**config.mk**
```make
export PLATFORM = sky130hd
export DESIGN_NAME = cp0_reg
export DESIGN_NICKNAME = d
export VERILOG_FILES = /design/src/rtl/cp0_reg.sv
export SDC_FILE = /design/constraint.sdc
export NUM_CORES = 1
export LEC_CHECK = 0
export CORE_MARGIN = 2
export CORE_UTILIZATION = 48
export CTS_CLUSTER_DIAMETER = 150
export DETAILED_ROUTE_END_ITERATION = 8
export PLACE_DENSITY = 0.89
export SLEW_MARGIN = 0
export SYNTH_ARGS = -nofsm -noshare
export SYNTH_HDL_FRONTEND = slang
export SYNTH_SLANG_ARGS = --single-unit
```
**constraint.sdc**
```tcl
create_clock -name clk -period 5.87 [get_ports clk]
set_input_delay 1.174 -clock clk [delete_from_list [all_inputs] [get_ports clk]]
set_output_delay 1.174 -clock clk [all_outputs]
set_load 0.02 [all_outputs]
```
**src/rtl/cp0_reg.sv**
```systemverilog
// cp0_reg: MIPS coprocessor-0 register file (Count/Compare timer, Status, Cause, EPC, Config, PRId).
// Latency: MTC0 writes and exception/eret updates are visible one cycle after they are presented;
// MFC0 read is combinational. Backpressure: none -- one write and one exception event every cycle.
//
// Ports:
//   clk, resetn            rising-edge clock, synchronous active-low reset
//   we_i/waddr_i/data_i    MTC0 commit from WB
//   raddr_i -> data_o      MFC0 read of registered values (no write bypass)
//   int_i                  hardware interrupt lines, sampled into Cause[15:10] every cycle
//   excepttype_i, current_inst_addr_i, is_in_delayslot_i   exception/eret event from MEM
//   count_o..prid_o        registered CP0 values fed back to MEM; timer_int_o timer pending
module cp0_reg #(
    parameter logic [31:0] PRID_VAL   = 32'h004c0102,
    parameter logic [31:0] CONFIG_RST = 32'h00008000,
    parameter logic [31:0] STATUS_RST = 32'h10000000
) (
    input  logic        clk,
    input  logic        resetn,
    input  logic        we_i,
    input  logic [4:0]  waddr_i,
    input  logic [31:0] data_i,
    input  logic [4:0]  raddr_i,
    input  logic [5:0]  int_i,
    input  logic [31:0] excepttype_i,
    input  logic [31:0] current_inst_addr_i,
    input  logic        is_in_delayslot_i,
    output logic [31:0] data_o,
    output logic [31:0] count_o,
    output logic [31:0] compare_o,
    output logic [31:0] status_o,
    output logic [31:0] cause_o,
    output logic [31:0] epc_o,
    output logic [31:0] config_o,
    output logic [31:0] prid_o,
    output logic        timer_int_o
);

    localparam logic [4:0] ADDR_COUNT   = 5'd9;
    localparam logic [4:0] ADDR_COMPARE = 5'd11;
    localparam logic [4:0] ADDR_STATUS  = 5'd12;
    localparam logic [4:0] ADDR_CAUSE   = 5'd13;
    localparam logic [4:0] ADDR_EPC     = 5'd14;
    localparam logic [4:0] ADDR_PRID    = 5'd15;
    localparam logic [4:0] ADDR_CONFIG  = 5'd16;

    logic [31:0] r_count;
    logic [31:0] r_compare;
    logic [31:0] r_status;
    logic [31:0] r_cause;
    logic [31:0] r_epc;
    logic [31:0] r_config;
    logic        r_timer_int;

    logic        w_exc;
    logic        w_eret;
    logic [4:0]  w_exccode;
    logic [31:0] w_status_nxt;
    logic [31:0] w_cause_nxt;
    logic [31:0] w_epc_nxt;

    // Decode the exception event; unknown nonzero codes are dropped.
    always_comb begin
        w_exc     = 1'b1;
        w_eret    = 1'b0;
        w_exccode = 5'd0;
        case (excepttype_i)
            32'h0000_0001: w_exccode = 5'd0;
            32'h0000_0008: w_exccode = 5'd8;
            32'h0000_000a: w_exccode = 5'd10;
            32'h0000_000c: w_exccode = 5'd12;
            32'h0000_000d: w_exccode = 5'd13;
            32'h0000_000e: begin
                w_exc  = 1'b0;
                w_eret = 1'b1;
            end
            default:       w_exc = 1'b0;
        endcase
    end

    // MTC0 is applied first, then exception/eret field updates override it.
    // The EXL test for a nested exception uses the post-MTC0 Status value,
    // since the MTC0 belongs to an older instruction.
    always_comb begin
        w_status_nxt = r_status;
        w_cause_nxt  = r_cause;
        w_epc_nxt    = r_epc;

        if (we_i && waddr_i == ADDR_STATUS) w_status_nxt = data_i;
        if (we_i && waddr_i == ADDR_EPC)    w_epc_nxt    = data_i;
        if (we_i && waddr_i == ADDR_CAUSE) begin
            w_cause_nxt[9:8] = data_i[9:8];
            w_cause_nxt[22]  = data_i[22];
            w_cause_nxt[23]  = data_i[23];
        end
        // Hardware interrupt pending bits track the pins, never the write data.
        w_cause_nxt[15:10] = int_i;

        if (w_exc) begin
            if (!w_status_nxt[1]) begin
                w_epc_nxt       = is_in_delayslot_i ? (current_inst_addr_i - 32'd4)
                                                    : current_inst_addr_i;
                w_cause_nxt[31] = is_in_delayslot_i;
            end
            w_status_nxt[1]  = 1'b1;
            w_cause_nxt[6:2] = w_exccode;
        end else if (w_eret) begin
            w_status_nxt[1] = 1'b0;
        end
    end

    always_ff @(posedge clk) begin
        if (!resetn) begin
            r_count     <= 32'd0;
            r_compare   <= 32'd0;
            r_status    <= STATUS_RST;
            r_cause     <= 32'd0;
            r_epc       <= 32'd0;
            r_config    <= CONFIG_RST;
            r_timer_int <= 1'b0;
        end else begin
            if (we_i && waddr_i == ADDR_COUNT) r_count <= data_i;
            else                               r_count <= r_count + 32'd1;

            // Compare write both reloads and acknowledges; it beats a same-cycle match.
            if (we_i && waddr_i == ADDR_COMPARE) begin
                r_compare   <= data_i;
                r_timer_int <= 1'b0;
            end else if (r_compare != 32'd0 && r_count == r_compare) begin
                r_timer_int <= 1'b1;
            end

            if (we_i && waddr_i == ADDR_CONFIG) r_config <= data_i;

            r_status <= w_status_nxt;
            r_cause  <= w_cause_nxt;
            r_epc    <= w_epc_nxt;
        end
    end

    always_comb begin
        data_o = 32'd0;
        case (raddr_i)
            ADDR_COUNT:   data_o = r_count;
            ADDR_COMPARE: data_o = r_compare;
            ADDR_STATUS:  data_o = r_status;
            ADDR_CAUSE:   data_o = r_cause;
            ADDR_EPC:     data_o = r_epc;
            ADDR_PRID:    data_o = PRID_VAL;
            ADDR_CONFIG:  data_o = r_config;
            default:      data_o = 32'd0;
        endcase
    end

    assign count_o     = r_count;
    assign compare_o   = r_compare;
    assign status_o    = r_status;
    assign cause_o     = r_cause;
    assign epc_o       = r_epc;
    assign config_o    = r_config;
    assign prid_o      = PRID_VAL;
    assign timer_int_o = r_timer_int;

endmodule

```
==> results.ini, run 1 <==
[floorplan]
design.die.area_um2 = 21100
num_rows = 51
core_region_area_um2 = 19500
start_util_pct = 49.1
dieWidth_um = 145
die_y_um = 145
ios = 373

[layout]
final_cell_mix = clkdlybuf4s50_1 (321), nand2_1 (234), dfxtp_1 (176)
final_area_um2 = 13300
finalNetCount = 1604
utilization_pct = 68.3
drive_above_1_share_pct = 5.14
area_growth_pct = 39.0
final_cells = 1764
antenna_cells = 0
mostFrequentLayoutCell = clkdlybuf4s50_1

[synth]
ys_seq_area_share_pct = 36.7
synthArstFlopShare_pct = 0
synthTopCellsByArea = dfxtp_1 (37%), nand2_1 (9.2%), a21oi_1 (6.9%)
synth_flop_cell = dfxtp_1
yosys.area.top_type = dfxtp_1
ys_ff_latch = 176
syn_area_um2 = 9590
syn_inst = 1215
synth_top_area_share_pct = 36.7
ys_types = 59
synth_area_per_cell_um2 = 7.89
synth_edf_count = 0
ys_warn_count = 0

[sta]
slew-limit-headroom_pct = 30.0
setup_violations = 0
whs_ns = 0.469
period_share_pct = 81.0
fin_setup_tns_ns = 0
rsz0062_at_grt = no
hold_viol = 0
timing.fmax_mhz = 210
skew_ns = 0.0105
period_minus_slack_ns = 4.75
tightest_slew_ns = 1.04
slew_violations = 0

[detailed_routing]
drc = 0
vias = 10700
drtPass1Iterations = 6
postRouteAntennaNets = 0
drt_wl_total_mm = 39.1
drt_iter0_drc = 1286
wl_per_cell_um = 22.2
vias_per_cell = 6.09

[global_route]
grt_start_max_net_pins = 82
met1_usage_pct = 43.8
antenna_found_initial = 0
grtUsageMet3_pct = 8.87
gr-usage-all-layers_pct = 35.7
grt-ovfl-total = 0
use_met2_pct = 59.4
grt_pass1_vias = 9961
grt_pass1_wl_mm = 58.9
grt_busiest_layer = met2

[clocking]
cts_buffers = 17
post_cts_buffers = 0
cts-resized-gates = 0
cts_tree = built
postCtsHoldBufs = 0
clk_latency_ns = 0.44
path_clk_slew_ns = 0.06
cts_buffer_depth = 2
clkSinkCount = 176
cts.htree.levels = 4
cts_root_buffer = clkbuf_16

[setup_path]
arrival_ns = 3.58
start_kind = primary input
path_depth = 7
crit_type = in2out
crit_path_max_fanout = 16
max_stage_delay_ns = 0.73
slowest_stage = clkdlybuf4s50_1
path_buf_inv = 3
path_common_cell = clkdlybuf4s50_1
ff2ff_path_depth = 5
critical_path.top_delay_family = buffers and inverters
crit_chain = clkdlybuf4s50_1, and3_1, nor2b_2, buf_4, nand2_1, nand3_1, clkdlybuf4s50_1
worstSetupEndpointType = primary output
required_ns = 4.70

[place]
port_buffers = 323
dp_cells = 1732
placed_area_um2 = 12800
gp_congestion = 0.951
hpwl_mm = 28.8

[power]
power.leakage_uw = 0.00463
p_per_area_nw_per_um2 = 199
ir_worst_vdd_mv = 0.186

[worst_hold_path]
hold_class = reg2reg
hold_depth = 2

[status]
status = finished, final reports clean

[flow_run]
drv_cap = 0

[tightest hold or removal path, cell delays in order (launching register included)]
cell and delay [ns]:
dfxtp_1 0.32, nand2_1 0.05, a21oi_1 0.05
[area by class of cell]
type	instances	area, µm²
clock buffer	17	425
fill	1583	6190
sequential	176	3520
inverter	5	21.3
clock inverter	15	134
multi-input combinational	943	5520
tap	265	332
timing repair buffer	343	3380
[kinds of logic (layout without fill, tap and decap cells)]
kind of cell	Yosys count	count (layout)	share of synthesized area, %
and+or+nand+nor	470	470	23.7
muxes	42	42	4.53
buffers and inverters	143	380	7.68
adders and majority gates	2	2	0.261
other	2	49	0.0783
DFF	176	176	36.7
xor gates and xnor gates	89	89	8.13
AOI/OAI and AO/OA	291	291	18.9
[state kept, by name (all words and copies together) (netlist names)]
register,flops
cause_o,15
compare_o,32
config_o,32
count_o,32
epc_o,32
status_o,32
timer_int_o,1
[per-stage QoR]
stage	setup WS, ns	total power [µW]
finish	1.12	2650
global route	1.06	2720
CTS	1.17	2640
detailed placement	1.17	1570
global placement	1.25	1560
floorplan	2.00	1410
[synth_stat cells, drive strengths merged, types with 6 or more instances]
library cell / instances
a211oi: 22
a21oi: 133
a221oi: 13
a22oi: 46
and2: 6
and3: 10
buf: 62
clkbuf: 76
dfxtp: 176
mux2i: 41
nand2: 236
nand3: 52
nand4: 23
nor2: 51
nor2b: 16
nor3: 18
nor4: 27
o211a: 17
o21ai: 46
xnor2: 48
xor2: 41
[per-layer routing]
layer | wire length (µm) | up-vias
met4 | 1770 | 0
met1 | 14300 | 5051
met3 | 4560 | 140
met2 | 18500 | 820
li1 | - | 4736
met5 | 0 | -
[power breakdown]
part | total (µW) | internal [µW] | switching, µW
clock | 1110 | 588 | 517
sequential | 1230 | 1210 | 23.1
combinational | 315 | 136 | 179
[path summary, 6_finish.rpt]
kind / slack (ns) / to / from
worst max-delay path: 1.12 / data_o[4] / raddr_i[2]
worst max register to register: 3.42 / count_o[13] / count_o[2]
worst min register to register: 0.47 / config_o[4] / config_o[4]
worst min-delay path: 0.47 / config_o[4] / config_o[4]
Note: power is estimated with default switching activity, not from simulation.
==> inputs of run 2 (changes only) <==
--- a/config.mk
+++ b/config.mk
@@ -6,10 +6,10 @@
 export NUM_CORES = 1
 export LEC_CHECK = 0
 export CORE_MARGIN = 2
-export CORE_UTILIZATION = 48
+export CORE_UTILIZATION = 40
 export CTS_CLUSTER_DIAMETER = 150
 export DETAILED_ROUTE_END_ITERATION = 8
-export PLACE_DENSITY = 0.89
+export PLACE_DENSITY = 0.79
 export SLEW_MARGIN = 0
 export SYNTH_ARGS = -nofsm -noshare
 export SYNTH_HDL_FRONTEND = slang
==> constraint.sdc (replaced) <==
create_clock -name clk -period 4.1 [get_ports clk]
set_input_delay 0.82 -clock clk [delete_from_list [all_inputs] [get_ports clk]]
set_output_delay 0.82 -clock clk [all_outputs]
set_load 0.02 [all_outputs]
==> results.ini, run 2 (synthesis gave the netlist of run 1 again) <==
[floorplan]
ios = 373  ; unchanged
die_y_um = 159  ; was 145 µm
core_region_area_um2 = 23500  ; was 19,500 µm²
num_rows = 56  ; was 51
start_util_pct = 40.9  ; was 49.1%
design.die.area_um2 = 25200  ; was 21,100 µm²
dieWidth_um = 159  ; was 145 µm

[detailed_routing]
wl_per_cell_um = 22.1  ; was 22.2 µm
vias = 10600  ; was 10,700
postRouteAntennaNets = 0  ; unchanged
drc = 0  ; unchanged
vias_per_cell = 5.82  ; was 6.09
drt_wl_total_mm = 40.4  ; was 39.1 mm
drt_iter0_drc = 1240  ; was 1,286
drtPass1Iterations = 6  ; unchanged

[setup_path]
worstSetupEndpointType = primary output  ; unchanged
crit_path_max_fanout = 12  ; was 16
arrival_ns = 3.03  ; was 3.58 ns
required_ns = 3.28  ; was 4.70 ns
start_kind = primary input  ; unchanged
reg2reg_from = count_o[14]  ; was count_o[2]
crit_type = in2out  ; unchanged
critPathLaunch = raddr_i[3]  ; was raddr_i[2]

[sta]
skew_ns = 0.0124  ; was 0.0105 ns
rsz0062_at_grt = no  ; unchanged
period_share_pct = 93.9
timing.fmax_mhz = 260
slew-limit-headroom_pct = 39.1  ; was 30.0%
period_minus_slack_ns = 3.85
hold_viol = 0  ; unchanged
setup_violations = 0  ; unchanged
fin_setup_tns_ns = 0  ; unchanged
slew_violations = 0  ; unchanged
tightest_slew_ns = 0.906  ; was 1.04 ns

[global_route]
gr-usage-all-layers_pct = 30.9  ; was 35.7%
grt-ovfl-total = 0  ; unchanged
grt_start_max_net_pins = 68  ; was 82
grt_pass1_vias = 9725  ; was 9,961
antenna_found_initial = 0  ; unchanged
grt_pass1_wl_mm = 60.3  ; was 58.9 mm

[layout]
final_cell_mix = clkdlybuf4s50_1 (322), nand2_1 (234), dfxtp_1 (176)  ; was clkdlybuf4s50_1 (321), nand2_1 (234), dfxtp_1 (176)
area_growth_pct = 41.8  ; was 39.0%
final_cells = 1824  ; was 1,764
antenna_cells = 0  ; unchanged
drive_above_1_share_pct = 5.45  ; was 5.14%
mostFrequentLayoutCell = clkdlybuf4s50_1  ; unchanged
finalNetCount = 1610  ; was 1,604

[clocking]
post_cts_buffers = 0  ; unchanged
clkSinkCount = 176  ; unchanged
cts.htree.levels = 4  ; unchanged
cts-resized-gates = 0  ; unchanged
cts_tree = built  ; unchanged
clk_latency_ns = 0.44  ; about the same
path_clk_slew_ns = 0.08  ; was 0.06 ns
cts_buffers = 17  ; unchanged
cts_root_buffer = clkbuf_16  ; unchanged
postCtsHoldBufs = 0  ; unchanged
cts_buffer_depth = 2  ; unchanged

[power]
power.leakage_uw = 0.00472  ; was 0.00463 µW
p_per_area_nw_per_um2 = 287  ; was 199 nW/µm²
ir_worst_vdd_mv = 0.205  ; was 0.186 mV

[place]
gp_congestion = 0.904  ; was 0.951
hpwl_mm = 29.5  ; was 28.8 mm
port_buffers = 323  ; unchanged
dp_cells = 1792  ; was 1,732

[flow_run]
drv_cap = 0  ; unchanged

[worst_hold_path]
hold_class = reg2reg  ; unchanged
hp-start = status_o[9]  ; was config_o[4]

[status]
status = finished, final reports clean  ; unchanged

==> run 2: routing by layer <==
metal	vias up	global-route usage (%)	share of wire [%]
li1	4766	-	-
met1	5073	40.2	41
met2	699	51.7	47
met3	83	6.56	9.6
met4	0	8.67	2.5
met5	-	0	0
==> run 2: power by group <==
group,switching (µW),internal (µW),leakage [µW]
Clock,845,836,0.000298
Combinational,262,201,0.00300
Sequential,32.6,1730,0.00142
Total,1140,2760,0.00472
==> run 2: path summary, 6_finish.rpt <==
kind                      end  cells after the start  slack [ns]
setup / recovery   data_o[20]                      8        0.25
hold / removal    status_o[9]                      2        0.47
setup reg to reg  count_o[25]                      5        1.69
hold reg to reg   status_o[9]                      2        0.47
==> run 2: stage by stage <==
step	instance area (µm²)	setup slack [ns]	hold slack (ns)	util [%]	total power, µW
6_report	13600	0.252	0.474	57.9	3900
5_1_grt	13600	0.118	0.496	57.9	4020
4_1_cts	13600	0.276	0.474	57.9	3910
3_5_place_dp	13000	0.284	0.463	55.3	2260
3_3_place_gp	13000	0.307	0.457	55.3	2250
2_1_floorplan	9770	0.934	0.542	-	2020
==> run 2: layout make-up <==
class / count / area, µm²
flip-flops and latches: 176 / 3520
fillers: 2083 / 9880
repair buffers: 349 / 3520
inverters: 5 / 21.3
clock buffers: 17 / 425
clock inverters: 15 / 184
multi-input cells: 943 / 5520
well taps: 319 / 399
==> run 2: worst max-delay path, cell delays in order <==
cell,delay (ns)
clkdlybuf4s50_1,0.47
nor2b_1,0.23
and3_1,0.21
nor2b_2,0.21
buf_4,0.24
nand2_1,0.11
nand3_1,0.11
clkdlybuf4s50_1,0.61
==> inputs of run 3 (changes only) <==
--- a/config.mk
+++ b/config.mk
@@ -8,6 +8,7 @@
 export CORE_MARGIN = 2
 export CORE_UTILIZATION = 40
 export CTS_CLUSTER_DIAMETER = 150
+export CTS_CLUSTER_SIZE = 24
 export DETAILED_ROUTE_END_ITERATION = 8
 export PLACE_DENSITY = 0.79
 export SLEW_MARGIN = 0
==> results of run 3 <==
No change in the layout: final DEF, timing and power equal those of run 2.
